===== src/rtl/mem_access_unit_if.sv =====
// rtl/mem_access_unit_if.sv - data-memory req/gnt/rvalid bus between the MEM stage and memory
// Purpose: groups the data-memory bus so the load/store unit and memory share one port.
// Signals:
//   dm_req    request (master -> slave)
//   dm_we     1 = write
//   dm_addr   word-aligned address
//   dm_be     byte enables
//   dm_wdata  lane-replicated store data
//   dm_gnt    request accepted (slave -> master)
//   dm_rvalid read data valid
//   dm_rdata  read word
interface mem_access_unit_if #(
    parameter int ADDR_WIDTH = 32
);
    logic                  dm_req;
    logic                  dm_we;
    logic [ADDR_WIDTH-1:0] dm_addr;
    logic [3:0]            dm_be;
    logic [31:0]           dm_wdata;
    logic                  dm_gnt;
    logic                  dm_rvalid;
    logic [31:0]           dm_rdata;

    modport master (
        output dm_req, dm_we, dm_addr, dm_be, dm_wdata,
        input  dm_gnt, dm_rvalid, dm_rdata
    );

    modport slave (
        input  dm_req, dm_we, dm_addr, dm_be, dm_wdata,
        output dm_gnt, dm_rvalid, dm_rdata
    );
endinterface


===== src/rtl/mem_access_unit.sv =====
// rtl/mem_access_unit.sv - MEM-stage load/store unit with pipeline stall and load formatting
// Purpose: issues data-memory accesses, drives byte enables and replicated store data,
//   aligns and extends load data for MEM/WB, and stalls the pipeline while an access is open.
// Optional feature: define DM_TIMEOUT_EN to enable the bus watchdog (TIMEOUT_CYCLES).
// Ports:
//   clk, rst_n      clock, synchronous active-low reset
//   load_mem        load in MEM stage
//   store_mem       store in MEM stage
//   funct3_mem      RV32I size/sign code
//   alu_data_mem    effective address
//   rs2_data_mem    store data
//   bus             data-memory bus (master modport)
//   dm_data_mem     formatted load data to MEM/WB
//   mem_stall       pipeline hold
//   misalign_mem    misaligned access flag (combinational)
//   dm_err          bus timeout pulse
module mem_access_unit #(
    parameter int ADDR_WIDTH     = 32,
    parameter int TIMEOUT_CYCLES = 16
) (
    input  logic                     clk,
    input  logic                     rst_n,
    input  logic                     load_mem,
    input  logic                     store_mem,
    input  logic [2:0]               funct3_mem,
    input  logic [31:0]              alu_data_mem,
    input  logic [31:0]              rs2_data_mem,
    mem_access_unit_if.master        bus,
    output logic [31:0]              dm_data_mem,
    output logic                     mem_stall,
    output logic                     misalign_mem,
    output logic                     dm_err
);

    typedef enum logic [1:0] {
        S_IDLE,
        S_REQ,
        S_WAIT,
        S_DONE
    } state_t;

    state_t                r_state;
    state_t                w_next;

    logic                  r_we;
    logic [ADDR_WIDTH-1:0] r_addr;
    logic [3:0]            r_be;
    logic [31:0]           r_wdata;
    logic [2:0]            r_funct3;
    logic [1:0]            r_off;
    logic [31:0]           r_data;

    logic                  w_word;
    logic                  w_half;
    logic [1:0]            w_off;
    logic                  w_misalign;
    logic                  w_access;
    logic [3:0]            w_be_in;
    logic [31:0]           w_wdata_in;
    logic                  w_stall;
    logic                  w_timeout;
    logic                  w_to_fire;
    logic                  w_idle;

    // funct3[1] set means a word access (covers 010 and the 011/110/111 codes treated as LW)
    assign w_word     = funct3_mem[1];
    assign w_half     = ~funct3_mem[1] & funct3_mem[0];
    assign w_off      = alu_data_mem[1:0];
    assign w_misalign = (load_mem | store_mem) &
                        ((w_half & w_off[0]) | (w_word & (w_off != 2'b00)));
    assign w_access   = (load_mem | store_mem) & ~w_misalign;
    assign misalign_mem = w_misalign;
    assign w_idle     = (r_state == S_IDLE);

    always_comb begin
        w_be_in    = 4'b1111;
        w_wdata_in = rs2_data_mem;
        if (store_mem && !w_word) begin
            if (w_half) begin
                w_be_in    = 4'b0011 << w_off;
                w_wdata_in = {2{rs2_data_mem[15:0]}};
            end else begin
                w_be_in    = 4'b0001 << w_off;
                w_wdata_in = {4{rs2_data_mem[7:0]}};
            end
        end
    end

    function automatic logic [31:0] fmt_load(input logic [2:0] f3, input logic [1:0] off,
                                             input logic [31:0] d);
        logic [7:0]  b;
        logic [15:0] h;
        b = d[{off, 3'b000} +: 8];
        h = off[1] ? d[31:16] : d[15:0];
        case (f3)
            3'b000:  fmt_load = {{24{b[7]}}, b};
            3'b100:  fmt_load = {24'h0, b};
            3'b001:  fmt_load = {{16{h[15]}}, h};
            3'b101:  fmt_load = {16'h0, h};
            default: fmt_load = d;
        endcase
    endfunction

    // In IDLE the request is driven straight from the inputs; once it leaves IDLE the
    // captured copy keeps the bus stable regardless of what the inputs do.
    assign bus.dm_req   = rst_n & ((w_idle & w_access) | (r_state == S_REQ));
    assign bus.dm_we    = w_idle ? store_mem : r_we;
    assign bus.dm_addr  = w_idle ? {alu_data_mem[ADDR_WIDTH-1:2], 2'b00} : r_addr;
    assign bus.dm_be    = w_idle ? w_be_in : r_be;
    assign bus.dm_wdata = w_idle ? w_wdata_in : r_wdata;

    assign mem_stall   = rst_n & w_stall;
    assign dm_data_mem = (r_state == S_DONE) ? r_data : 32'h0;

    always_comb begin
        w_next    = r_state;
        w_stall   = 1'b0;
        w_to_fire = 1'b0;
        case (r_state)
            S_IDLE: begin
                if (w_access) begin
                    if (bus.dm_gnt) begin
                        if (load_mem) begin
                            w_next  = S_WAIT;
                            w_stall = 1'b1;
                        end
                    end else begin
                        w_next  = S_REQ;
                        w_stall = 1'b1;
                    end
                end
            end
            S_REQ: begin
                w_stall = 1'b1;
                if (bus.dm_gnt) begin
                    w_next = r_we ? S_DONE : S_WAIT;
                end else if (w_timeout) begin
                    w_next    = S_DONE;
                    w_to_fire = 1'b1;
                end
            end
            S_WAIT: begin
                w_stall = 1'b1;
                if (bus.dm_rvalid) begin
                    w_next = S_DONE;
                end else if (w_timeout) begin
                    w_next    = S_DONE;
                    w_to_fire = 1'b1;
                end
            end
            S_DONE: begin
                // one release cycle; inputs still show the finished instruction, so ignore them
                w_next = S_IDLE;
            end
            default: w_next = S_IDLE;
        endcase
    end

    always_ff @(posedge clk) begin
        if (!rst_n) begin
            r_state  <= S_IDLE;
            r_we     <= 1'b0;
            r_addr   <= '0;
            r_be     <= 4'h0;
            r_wdata  <= 32'h0;
            r_funct3 <= 3'h0;
            r_off    <= 2'h0;
            r_data   <= 32'h0;
        end else begin
            r_state <= w_next;
            if (w_idle && w_access) begin
                r_we     <= store_mem;
                r_addr   <= {alu_data_mem[ADDR_WIDTH-1:2], 2'b00};
                r_be     <= w_be_in;
                r_wdata  <= w_wdata_in;
                r_funct3 <= funct3_mem;
                r_off    <= w_off;
                r_data   <= 32'h0;
            end
            if (r_state == S_WAIT && bus.dm_rvalid) begin
                r_data <= fmt_load(r_funct3, r_off, bus.dm_rdata);
            end
            if (w_to_fire) begin
                r_data <= 32'h0;
            end
        end
    end

`ifdef DM_TIMEOUT_EN
    localparam int CW = $clog2(TIMEOUT_CYCLES + 1);

    logic [CW-1:0] r_cnt;
    logic          r_err;
    logic          w_busy;

    assign w_busy    = (r_state == S_REQ) || (r_state == S_WAIT);
    // >= rather than == so a late grant on the last REQ cycle still times out in WAIT
    assign w_timeout = w_busy && (r_cnt >= CW'(TIMEOUT_CYCLES - 1));
    assign dm_err    = r_err;

    always_ff @(posedge clk) begin
        if (!rst_n) begin
            r_cnt <= '0;
            r_err <= 1'b0;
        end else begin
            r_err <= w_to_fire;
            if (w_busy && (w_next == S_REQ || w_next == S_WAIT)) begin
                r_cnt <= r_cnt + CW'(1);
            end else begin
                r_cnt <= '0;
            end
        end
    end
`else
    assign w_timeout = 1'b0;
    assign dm_err    = 1'b0;
`endif

endmodule


===== src/flat_wrapper.sv =====
// flat-port wrapper written by rule: the top's interface ports become plain ports
module mem_access_unit_flat 
#(
    parameter int ADDR_WIDTH     = 32,
    parameter int TIMEOUT_CYCLES = 16
)
  (clk, rst_n, load_mem, store_mem, funct3_mem, alu_data_mem, rs2_data_mem, dm_data_mem, mem_stall, misalign_mem, dm_err, bus_dm_req, bus_dm_we, bus_dm_addr, bus_dm_be, bus_dm_wdata, bus_dm_gnt, bus_dm_rvalid, bus_dm_rdata);
  mem_access_unit_if #(.ADDR_WIDTH(ADDR_WIDTH)) bus_i ();
  input  logic clk;
  input  logic rst_n;
  input  logic load_mem;
  input  logic store_mem;
  input  logic [2:0] funct3_mem;
  input  logic [31:0] alu_data_mem;
  input  logic [31:0] rs2_data_mem;
  output logic [31:0] dm_data_mem;
  output logic mem_stall;
  output logic misalign_mem;
  output logic dm_err;
  output wire logic [$bits(bus_i.dm_req)-1:0] bus_dm_req;
  output wire logic [$bits(bus_i.dm_we)-1:0] bus_dm_we;
  output wire logic [$bits(bus_i.dm_addr)-1:0] bus_dm_addr;
  output wire logic [$bits(bus_i.dm_be)-1:0] bus_dm_be;
  output wire logic [$bits(bus_i.dm_wdata)-1:0] bus_dm_wdata;
  input wire logic [$bits(bus_i.dm_gnt)-1:0] bus_dm_gnt;
  input wire logic [$bits(bus_i.dm_rvalid)-1:0] bus_dm_rvalid;
  input wire logic [$bits(bus_i.dm_rdata)-1:0] bus_dm_rdata;
  assign bus_dm_req = bus_i.dm_req;
  assign bus_dm_we = bus_i.dm_we;
  assign bus_dm_addr = bus_i.dm_addr;
  assign bus_dm_be = bus_i.dm_be;
  assign bus_dm_wdata = bus_i.dm_wdata;
  assign bus_i.dm_gnt = bus_dm_gnt;
  assign bus_i.dm_rvalid = bus_dm_rvalid;
  assign bus_i.dm_rdata = bus_dm_rdata;
  mem_access_unit #(.ADDR_WIDTH(ADDR_WIDTH), .TIMEOUT_CYCLES(TIMEOUT_CYCLES)) u_core (.clk(clk), .rst_n(rst_n), .load_mem(load_mem), .store_mem(store_mem), .funct3_mem(funct3_mem), .alu_data_mem(alu_data_mem), .rs2_data_mem(rs2_data_mem), .bus(bus_i), .dm_data_mem(dm_data_mem), .mem_stall(mem_stall), .misalign_mem(misalign_mem), .dm_err(dm_err));
endmodule

===== config.mk =====
export PLATFORM = sky130hd
export DESIGN_NAME = mem_access_unit_flat
export DESIGN_NICKNAME = d
export VERILOG_FILES = /design/src/rtl/mem_access_unit_if.sv /design/src/rtl/mem_access_unit.sv /design/src/flat_wrapper.sv
export SDC_FILE = /design/constraint.sdc
export NUM_CORES = 1
export LEC_CHECK = 0
export ABC_CLOCK_PERIOD_IN_PS = 5900
export BUFFER_PORTS_ARGS = -buffer_cell sky130_fd_sc_hd__buf_2
export CORE_ASPECT_RATIO = 1.5
export CORE_MARGIN = 2
export CORE_UTILIZATION = 50
export CTS_BUF_LIST = sky130_fd_sc_hd__clkbuf_16
export CTS_CLUSTER_DIAMETER = 30
export DETAILED_ROUTE_END_ITERATION = 8
export PLACE_DENSITY_LB_ADDON = 0.08
export SLEW_MARGIN = 0
export SYNTH_ARGS = -nofsm -noshare
export SYNTH_HDL_FRONTEND = slang
export SYNTH_SLANG_ARGS = --single-unit

===== constraint.sdc =====
create_clock -name clk -period 5.9 [get_ports clk]
set_clock_uncertainty 0.15 [all_clocks]
set_input_delay 1.18 -clock clk [delete_from_list [all_inputs] [get_ports clk]]
set_output_delay 1.18 -clock clk [all_outputs]
set_load 0.02 [all_outputs]

# [Yosys cells after proc, flatten, opt, wreduce, memory -nomap -nowiden]
# Index checks and enable logic that the tools add are counted.
[totals] reg_bits=106 elab_cells=68 out_inout_bits=105
[classes] shift=3 n_eq_ne=10 mux=24 n_bitwise=13 reduce_logical=10
[ops] op="$mux W32" n=7
[ops] op="$pmux W32 S4" n=1
[ops] op="$shiftx A32 B6 Y8" n=1
[ops] op="$mux W16" n=1
[ops] op="$mux W4" n=3
[ops] op="$mux W2" n=5
[ops] op="$and A1 B1 Y1" n=8
[ops] op="$pmux W2 S4" n=1
[ops] op="$eq A3 B3 Y1 const B" n=2
[ops] op="$mux W1" n=5
[ops] op="$eq A2 B2 Y1 const B" n=2
[ops] op="$ne A2 B2 Y1 const B" n=2
[ops] op="$reduce_and A4 Y1" n=1
[ops] op="$reduce_bool A2 Y1" n=2
[ops] op="$shl A1 B2 Y4 const A" n=1
[ops] op="$shl A2 B2 Y4 const A" n=1
[ops] op="$eq A3 B1 Y1 const B" n=1
[ops] op="$logic_and A1 B1 Y1" n=3
[ops] op="$logic_not A3 Y1" n=1
[ops] op="$ne A3 B3 Y1 const B" n=1
[ops] op="$or A1 B1 Y1" n=3
[ops] op="$eq A2 B1 Y1 const B" n=1
[ops] op="$logic_not A2 Y1" n=1
[ops] op="$ne A2 B1 Y1 const B" n=1
[ops] op="4 further kinds" n=5

# [Depth between registers and ports, before layout]
# Gate-level depths: netlist of the first run.
[depth] depth_word=10 depth_mapped=8

# [Worst setup path before layout of the first run]
# No wires, ideal clock.
[synth_path] path_kind="in2out" startpoint="in funct3_mem[0]" endpoint="out bus_dm_wdata[25]" cell_stages=4 path_slack_ns=2.125 arrival_ns=2.445 path_cell_list="buf_1 > mux2_1 > mux2_1 > mux2_2"
[synth_between] elab_chain_cells=4
[synth_rtl] element="start, declared" line_no="flat_wrapper.sv:13" text="input logic [2:0] funct3_mem;"
[synth_rtl] element="$and A1 B1 Y1" line_no="mem_access_unit.sv:67" text="assign w_half = ~funct3_mem[1] & funct3_mem[0];"
[synth_rtl] element="$mux W32" line_no="mem_access_unit.sv:79" text="if (w_half) begin"
[synth_rtl] element="$mux W32" line_no="mem_access_unit.sv:78" text="if (store_mem && !w_word) begin"
[synth_rtl] element="$mux W32" line_no="mem_access_unit.sv:110" text="assign bus.dm_wdata = w_idle ? w_wdata_in : r_wdata;"
[synth_rtl] element="end, declared" line_no="flat_wrapper.sv:24" text="output wire logic [$bits(bus_i.dm_wdata)-1:0] bus_dm_wdata;"
# Every way passes these cells.

# [Worst setup path after layout of the first run]
[layout_path] startpoint="in funct3_mem[1]" endpoint="out bus_dm_wdata[11]"
[layout_between] elab_chain_cells=5 word_cells_on_any_way=7 cone_classes="mux: 3; bitwise: 2; reduce/logical: 2"
[layout_rtl] element="$not A1 Y1" line_no="mem_access_unit.sv:67"
[layout_rtl] element="$and A1 B1 Y1" line_no="mem_access_unit.sv:67"
[layout_rtl] element="$mux W32" line_no="mem_access_unit.sv:79"
[layout_rtl] element="$mux W32 (*)" line_no="mem_access_unit.sv:78"
[layout_rtl] element="$mux W32 (*)" line_no="mem_access_unit.sv:110"
# Every way passes the cells marked *; elsewhere a longest branch is shown, timed or not.

==> flow_summary_export.csv, run 1 <==
group,metric,value,unit
grt,antenna_found_initial,1,
worst_setup_path,ff2ff_path_depth,6,
cts,cts_tree,"built",
power,leakagePower,3.14,nW
power,powerDensity,445,nW/µm²
cts,clk_latency,0.34,ns
worst_hold_path,hold_depth,2,
floorplanning,die_height,135,µm
drt,dr.pass1.iters,7,
drt,routed_wl,16900,µm
sta,tns,0,ns
grt,grt_pass1_wl,25900,µm
place,place_hpwl,12200,µm
cts,holdBufCountCts,0,
drt,vias,5575,
yosys,syn_inst,680,
drt,drt_iter0_drc,327,
place,gp_congestion,0.904,
floorplanning,dieWidth,91.6,µm
sta,rsz0062_at_grt,"false",
sta,period_share,0.748,
floorplanning,core_area,11400,µm²
worst_hold_path,min_path_type,"register to register",
cts,cts_htree_levels,3,
floorplanning,dieArea,12400,µm²
grt,overflow,0,
worst_hold_path,min_to,"u_core.r_addr[29]$_SDFFE_PN0P_",
final_layout,final_cell_mix,"buf_2, nand2_1, dfxtp_1",
worst_setup_path,r2r_slack,2.73,ns
cts,clk_pin_slew_worst_paths,0.08,ns
job,drv_cap,0,
final_layout,register_area,2120,µm²
worst_setup_path,cp-end-kind,"output pin",
floorplanning,initial_utilization,0.507,
worst_hold_path,worstHoldStart,"u_core.r_addr[29]$_SDFFE_PN0P_",
worst_setup_path,critPathRequiredTime,4.57,ns
cts,postCtsSetupBuffers,0,
floorplanning,rows,48,
yosys,avgSynthCellArea,8.47,µm²
cts,numCtsBuffers,9,
cts,clock_path_buffers,2,
sta,tightest_slew,1.25,ns
worst_setup_path,critical_path_class,"primary input to output pin",
sta,fmax,227,MHz
cts,clock-sinks,106,
drt,vias_per_cell,5.58,
drt,route.detailed.wl_per_inst,16.9,µm
yosys,syn_area,5760,µm²
worst_setup_path,reg2reg_from,"u_core.r_state[0]$_SDFFE_PN0P_",
sta,setup_viol,0,
final_layout,antenna_cells,0,
final_layout,multiInputGateArea,3350,µm²
grt,grt.total_usage,0.260,
drt,drc_errors,0,
worst_setup_path,start_kind,"primary input",
sta,setup_slack,1.49,ns
final_layout,fillerInstances,1018,
yosys,yosys_warnings,0,
yosys,synth_flop_cell,"dfxtp_1",
floorplanning,ios,210,
worst_setup_path,critPathLaunch,"funct3_mem[1]",
grt,grt_max_degree,95,
cts,ctsRootBufferMaster,"clkbuf_16",
worst_setup_path,crit_path_max_fanout,13,
place,post-place-ws,1.51,ns
sta,hold_viol_final,0,
power,peakVddDrop,313,µV
sta,max_slew_margin,0.170,
cts,cts_resized,0,
yosys,synth-edff-count,0,
sta,fin_crit,4.41,ns
final_layout,final_common_cell,"buf_2",
yosys,synthDistinctLibCells,48,
worst_setup_path,worstPathArrival,3.08,ns
grt,first_global_vias,5220,
worst_setup_path,rr_endpoint,"u_core.r_data[26]$_SDFFE_PN0P_",
final_layout,syn_to_final_growth,22.3,%
final_layout,final_layout_size_suffix_gt1_frac,0.338,
yosys,ys_ff_latch,106,
yosys,synthArstFlopShare,0,
final_layout,final_nets,954,
place,port_buffers,206,
yosys,ys_seq_area_frac,0.368,
outcome,outcome,"completed",
sta,drv_slew,0,
drt,ant_nets,0,
Yosys cell counts (all sizes together) (2+ instances only):
cell       n  area (µm²)
a211o      5        43.8
a211oi    21         158
a21oi     80         400
a221o     16         160
a222oi     3        30.0
a22o       5        43.8
a32o       6        60.1
and2      33         206
and3b      4        35.0
buf       28         160
clkbuf    32         120
dfxtp    106        2120
ha         5        62.6
inv        7        26.3
mux2      72         811
mux2i     22         220
nand2    126         473
nand2b     9        56.3
nand4      2        12.5
nand4b     2        17.5
nor2      53         204
nor2b      5        31.3
nor4b      2        32.5
o2111ai    3        43.8
o21ai     11        66.3
o2bb2ai    5        43.8
or3        6        37.5
worst max path at each step:
| stage | to | slack (ns) |
|---|---|---|
| global placement | bus_dm_wdata[13] | 1.56 |
| finish | bus_dm_wdata[11] | 1.49 |
| detailed placement | bus_dm_wdata[11] | 1.51 |
| global route | bus_dm_wdata[8] | 1.34 |
| floorplan | bus_dm_wdata[25] | 2.12 |
| CTS | bus_dm_wdata[11] | 1.50 |
per-stage QoR:
| stage | std cells | util | hold WS (ns) | cell area (µm²) | power [W] |
|---|---|---|---|---|---|
| after CTS | 999 | 0.621 | 0.307 | 7040 | 0.00315 |
| after floorplan | 682 | - | 0.274 | 5770 | 0.00210 |
| final | 999 | 0.621 | 0.305 | 7040 | 0.00314 |
| after detailed placement | 983 | 0.595 | 0.297 | 6760 | 0.00256 |
| after global placement | 983 | 0.595 | 0.289 | 6760 | 0.00254 |
| after global routing | 999 | 0.621 | 0.319 | 7040 | 0.00331 |
power by group:
part / switching [W] / internal, W
Combinational: 0.00102 / 0.000609
Clock: 0.000294 / 0.000295
Sequential: 0.0000840 / 0.000830
Total: 0.00140 / 0.00173
flip-flops by register name, summed over array words and instances, names as in the netlist:
name,flops
u_core.r_we,1
u_core.r_off,2
u_core.r_state,2
u_core.r_addr,30
u_core.r_be,4
u_core.r_funct3,3
u_core.r_data,32
u_core.r_wdata,32
layer usage:
metal	part of all wire	GRT usage	vias up
li1	-	-	2718
met1	0.40	0.309	2623
met2	0.51	0.456	203
met3	0.058	0.0467	31
met4	0.029	0.109	0
met5	0	0	-
logic make-up after synthesis:
group / synth area share
adders and majority gates: 0.0109
AOI/OAI and AO/OA: 0.190
other: 0.000651
muxes: 0.179
and+or+nand+nor: 0.197
DFF: 0.368
buffers and inverters: 0.0532
final cells by class:
type / instances / area share
clock inverter: 7 / 0.00870
sequential: 106 / 0.301
clock buffer: 9 / 0.0320
timing repair buffer: 211 / 0.152
tap: 150 / 0.0266
multi-input combinational: 509 / 0.476
inverter: 7 / 0.00373
critical path: stages:
cell and delay [ns]:
buf_2 0.14, nand2b_1 0.35, buf_4 0.31, nor2_2 0.47
mux2i_1 0.32, a21oi_1 0.09, buf_2 0.21
Note: power is estimated with default switching activity, not from simulation.
==> inputs of run 2 (changes only) <==
--- a/config.mk
+++ b/config.mk
@@ -5,7 +5,7 @@
 export SDC_FILE = /design/constraint.sdc
 export NUM_CORES = 1
 export LEC_CHECK = 0
-export ABC_CLOCK_PERIOD_IN_PS = 5900
+export ABC_CLOCK_PERIOD_IN_PS = 4200
 export BUFFER_PORTS_ARGS = -buffer_cell sky130_fd_sc_hd__buf_2
 export CORE_ASPECT_RATIO = 1.5
 export CORE_MARGIN = 2
==> constraint.sdc (replaced) <==
create_clock -name clk -period 4.2 [get_ports clk]
set_clock_uncertainty 0.15 [all_clocks]
set_input_delay 0.84 -clock clk [delete_from_list [all_inputs] [get_ports clk]]
set_output_delay 0.84 -clock clk [all_outputs]
set_load 0.02 [all_outputs]
==> run 2 against run 1 <==
Routed wire length down 2.2%; setup slack worse by 0.81 ns; sequential share of layout area down 0.16 points; count of clock-buffer cells in the layout unchanged; core utilization up 0.34 points.
==> flow_summary_export.csv, run 2 (synthesis results as in run 1) <==
group,metric,value,unit
worst_setup_path,critPathRequiredTime,3.21,ns
cts,clock_path_buffers,2,
floorplanning,die_height,135,µm
grt,overflow,0,
sta,setup_viol,0,
worst_setup_path,rr_endpoint,"u_core.r_wdata[18]$_SDFFE_PN0P_",
final_layout,syn_to_final_growth,23.0,%
sta,tightest_slew,0.955,ns
worst_setup_path,crit_path_max_fanout,50,
sta,max_slew_margin,0.362,
grt,grt_max_degree,86,
worst_setup_path,ff2ff_path_depth,6,
place,port_buffers,206,
drt,drc_errors,0,
worst_setup_path,critical_path_class,"register to output pin",
drt,dr.pass1.iters,5,
floorplanning,dieWidth,91.6,µm
floorplanning,core_area,11400,µm²
place,place_hpwl,12100,µm
drt,vias_per_cell,5.53,
sta,fin_crit,3.52,ns
worst_setup_path,start_kind,"register",
worst_setup_path,cp.buffers_inverters,3,
grt,grt.total_usage,0.258,
final_layout,final_layout_size_suffix_gt1_frac,0.341,
cts,ctsRootBufferMaster,"clkbuf_16",
drt,route.detailed.wl_per_inst,16.5,µm
outcome,outcome,"completed",
cts,clk_pin_slew_worst_paths,0.07,ns
worst_setup_path,critPathTopFamily,"buffers and inverters",
power,total_power,0.00444,W
sta,rsz0062_at_grt,"false",
worst_hold_path,hold_depth,2,
sta,drv_slew,0,
final_layout,antenna_cells,0,
cts,cts_resized,0,
worst_setup_path,cp-end-kind,"output pin",
floorplanning,dieArea,12400,µm²
grt,first_global_vias,5099,
power,peakVddDrop,411,µV
grt,grt_pass1_wl,25800,µm
drt,ant_nets,0,
drt,drt_iter0_drc,281,
worst_hold_path,min_to,"u_core.r_wdata[29]$_SDFFE_PN0P_",
worst_setup_path,worstPathArrival,2.53,ns
cts,holdBufCountCts,0,
worst_setup_path,reg2reg_from,"u_core.r_state[0]$_SDFFE_PN0P_",
cts,cts_tree,"built",
cts,postCtsSetupBuffers,0,
final_layout,final_nets,956,
floorplanning,initial_utilization,0.507,
worst_setup_path,max_stage_delay,0.58,ns
cts,clock-sinks,106,
grt,antenna_found_initial,0,
sta,tns,0,ns
cts,cts_htree_levels,3,
worst_hold_path,min_path_type,"register to register",
worst_hold_path,worstHoldStart,"u_core.r_wdata[29]$_SDFFE_PN0P_",
cts,clk_latency,0.34,ns
final_layout,final_common_cell,"buf_2",
worst_setup_path,cpMaxStageDelayCell,"buf_4",
worst_setup_path,worstPathCellList,"inv_1, ha_4, buf_4, mux2_2, buf_2",
cts,numCtsBuffers,9,
power,leakagePower,3.16,nW
worst_setup_path,r2r_slack,1.45,ns
floorplanning,ios,210,
sta,hold_viol_final,0,
power,powerDensity,628,nW/µm²
drt,vias,5537,
drt,routed_wl,16500,µm
sta,period_share,0.838,
floorplanning,rows,48,
final_layout,final_cell_mix,"buf_2, nand2_1, dfxtp_1",
sta,fmax,284,MHz
job,drv_cap,0,
place,gp_congestion,0.935,
final_layout,reg_top3,"u_core.r_data (32), u_core.r_wdata (32), u_core.r_addr (30)",
[run 2: worst max path at each step]
stage	start	end	slack, ns	cells after the start
3_3_place_gp	funct3_mem[1]	bus_dm_wdata[14]	0.76	6
6_report	u_core.r_state[0]$_SDFFE_PN0P_	bus_dm_addr[6]	0.68	5
4_1_cts	funct3_mem[1]	bus_dm_wdata[14]	0.66	6
2_1_floorplan	funct3_mem[0]	bus_dm_wdata[25]	1.10	4
5_1_grt	u_core.r_state[0]$_SDFFE_PN0P_	bus_dm_addr[2]	0.53	5
3_5_place_dp	funct3_mem[1]	bus_dm_wdata[14]	0.68	6
[run 2: cell type report]
cell class | count | area, µm²
Sequential cell | 106 | 2120
Tap cell | 150 | 188
Timing Repair Buffer | 213 | 1080
Clock inverter | 7 | 85.1
Inverter | 7 | 26.3
Multi-Input combinational cell | 509 | 3350
Clock buffer | 9 | 225
Fill cell | 1002 | 4270
[run 2: power breakdown]
part / internal (W) / switching, W / total [W]
sequential: 0.00117 / 0.000116 / 0.00128
combinational: 0.000863 / 0.00142 / 0.00229
clock: 0.000474 / 0.000400 / 0.000874
[run 2: worst min-delay path, cell delays in order (launching register included)]
cell and delay, ns:
dfxtp_1 0.31, nand2_1 0.05, a21oi_1 0.05
[run 2: stage by stage]
step | util | setup WS (ns) | cell area, µm² | hold WS, ns | instances
after floorplan | - | 1.10 | 5770 | 0.274 | 682
after global placement | 0.597 | 0.756 | 6770 | 0.290 | 985
after detailed placement | 0.597 | 0.676 | 6770 | 0.292 | 985
after CTS | 0.624 | 0.664 | 7080 | 0.306 | 1001
after global routing | 0.624 | 0.528 | 7080 | 0.327 | 1001
final | 0.624 | 0.680 | 7080 | 0.305 | 1001
[run 2: metal layers]
metal / part of all wire / global-route usage / vias up
met3: 0.064 / 0.0467 / 24
li1: - / - / 2707
met4: 0.023 / 0.0850 / 0
met5: 0 / 0 / -
met1: 0.40 / 0.312 / 2595
met2: 0.52 / 0.460 / 211
==> inputs of run 3 (changes only) <==
--- a/config.mk
+++ b/config.mk
@@ -5,11 +5,11 @@
 export SDC_FILE = /design/constraint.sdc
 export NUM_CORES = 1
 export LEC_CHECK = 0
-export ABC_CLOCK_PERIOD_IN_PS = 4200
+export ABC_CLOCK_PERIOD_IN_PS = 3200
 export BUFFER_PORTS_ARGS = -buffer_cell sky130_fd_sc_hd__buf_2
 export CORE_ASPECT_RATIO = 1.5
 export CORE_MARGIN = 2
-export CORE_UTILIZATION = 50
+export CORE_UTILIZATION = 45
 export CTS_BUF_LIST = sky130_fd_sc_hd__clkbuf_16
 export CTS_CLUSTER_DIAMETER = 30
 export DETAILED_ROUTE_END_ITERATION = 8
==> constraint.sdc (replaced) <==
create_clock -name clk -period 3.2 [get_ports clk]
set_clock_uncertainty 0.15 [all_clocks]
set_input_delay 0.64 -clock clk [delete_from_list [all_inputs] [get_ports clk]]
set_output_delay 0.64 -clock clk [all_outputs]
set_load 0.02 [all_outputs]
==> run 3 against run 2 <==
Largest power group unchanged; sequential share of layout area shrank 0.20 points; cell count grew 1.0%; core utilization shrank 5.4 points; power grew 32%; critical path type unchanged; hold slack is essentially flat; non-clock buffer count grew 4; highest routed layer unchanged; first-iteration DRC count shrank 11%.
==> flow_summary_export.csv, run 3 (synthesis results as in run 1) <==
group,metric,value,unit
grt,grt_max_degree,92,
power,powerDensity,823,nW/µm²
worst_setup_path,worstPathCellList,"inv_1, ha_4, buf_4, mux2_2, buf_2",
cts,cts_htree_levels,3,
power,total_power,0.00587,W
worst_hold_path,hold_depth,2,
sta,tns,0,ns
drt,drc_errors,0,
sta,drv_slew,0,
cts,clk_pin_slew_worst_paths,0.07,ns
cts,cts_tree,"built",
worst_setup_path,ff2ff_path_depth,6,
cts,holdBufCountCts,0,
floorplanning,rows,50,
sta,setup_slack,0.272,ns
power,leakagePower,3.19,nW
floorplanning,dieWidth,96.4,µm
cts,clock_path_buffers,2,
final_layout,final_cell_mix,"buf_2, nand2_1, dfxtp_1",
worst_setup_path,critical_path_class,"register to output pin",
sta,rsz0062_at_grt,"false",
cts,numCtsBuffers,9,
worst_setup_path,cp-end-kind,"output pin",
drt,dr.pass1.iters,5,
floorplanning,initial_utilization,0.460,
drt,ant_nets,0,
worst_setup_path,crit_path_max_fanout,27,
sta,fin_crit,2.93,ns
worst_setup_path,critPathLaunch,"u_core.r_state[0]$_SDFFE_PN0P_",
place,place_hpwl,12000,µm
place,post-place-ws,0.306,ns
drt,vias,5561,
worst_setup_path,worstPathArrival,2.14,ns
final_layout,syn_to_final_growth,23.8,%
outcome,outcome,"completed",
worst_setup_path,max_stage_delay,0.42,ns
drt,routed_wl,16800,µm
final_layout,final_common_cell,"buf_2",
worst_setup_path,start_kind,"register",
drt,drt_iter0_drc,251,
floorplanning,ios,210,
place,gp_congestion,0.866,
sta,hold_viol_final,0,
floorplanning,core_area,12500,µm²
floorplanning,dieArea,13700,µm²
grt,grt_pass1_wl,26100,µm
grt,first_global_vias,5308,
place,placed_cell_area,6830,µm²
final_layout,final_layout_size_suffix_gt1_frac,0.343,
job,drv_cap,0,
worst_setup_path,reg2reg_from,"u_core.r_state[0]$_SDFFE_PN0P_",
grt,grt.total_usage,0.243,
cts,ctsRootBufferMaster,"clkbuf_16",
cts,postCtsSetupBuffers,0,
sta,tightest_slew,0.962,ns
worst_hold_path,worstHoldStart,"u_core.r_addr[12]$_SDFFE_PN0P_",
cts,clock-sinks,106,
sta,setup_viol,0,
sta,period_share,0.915,
final_layout,reg_top3,"u_core.r_data (32), u_core.r_wdata (32), u_core.r_addr (30)",
worst_setup_path,cpMaxStageDelayCell,"ha_4",
worst_setup_path,critPathRequiredTime,2.41,ns
worst_hold_path,min_path_type,"register to register",
drt,route.detailed.wl_per_inst,16.6,µm
power,peakVddDrop,510,µV
drt,vias_per_cell,5.50,
final_layout,final_cell_area,7130,µm²
floorplanning,die_height,143,µm
place,port_buffers,206,
grt,antenna_found_initial,0,
cts,clk_latency,0.34,ns
sta,fmax,342,MHz
cts,cts_resized,0,
grt,overflow,0,
final_layout,antenna_cells,0,
sta,max_slew_margin,0.358,
final_layout,final_nets,960,
[run 3: changes by cell type in the layout (fill, tap and decap cells not counted), sizes merged]
cell      previous run  this run
clkinvlp             2         1
buf                213       217
clkinv               1         3
inv                 10         9
[run 3: per-stage QoR]
step,cells,util,hold WS (ns)
2_1_floorplan,682,-,0.274
3_3_place_gp,995,0.546,0.290
3_5_place_dp,995,0.546,0.297
4_1_cts,1011,0.570,0.309
5_1_grt,1011,0.570,0.322
6_report,1011,0.570,0.305
[run 3: worst max-delay path: cells and delay by family (launching register included)]
kind / cells / cell delay, ns
buffers and inverters: 3 / 0.63
multiplexers: 1 / 0.37
adder cells (fa/ha/maj): 1 / 0.42
flip-flops: 1 / 0.36
[run 3: final cells by class]
cell class,count,area (µm²)
Clock buffer,9,225
Clock inverter,7,76.3
Fill cell,1194,5380
Inverter,7,26.3
Multi-Input combinational cell,509,3360
Sequential cell,106,2120
Tap cell,156,195
Timing Repair Buffer,217,1130
[run 3: where the power goes]
group	total (W)	switching (W)	leakage, nW	internal (W)
combinational	0.00305	0.00188	2.18	0.00117
sequential	0.00168	0.000154	0.866	0.00153
clock	0.00113	0.000520	0.144	0.000613
total	0.00587	0.00255	3.19	0.00332
[run 3: worst paths after layout]
path | endpoint | slack (ns)
max | bus_dm_addr[6] | 0.27
min | u_core.r_addr[12]$_SDFFE_PN0P_ | 0.31
max reg2reg | u_core.r_be[2]$_SDFFE_PN0P_ | 0.64
min reg2reg | u_core.r_addr[12]$_SDFFE_PN0P_ | 0.31
[run 3: per-layer routing]
layer / GRT usage / up-vias / wire length (µm)
met1: 0.289 / 2593 / 6660
met2: 0.409 / 211 / 8360
li1: - / 2724 / -
met5: 0 / - / 0
met4: 0.117 / 0 / 642
met3: 0.0514 / 33 / 1150
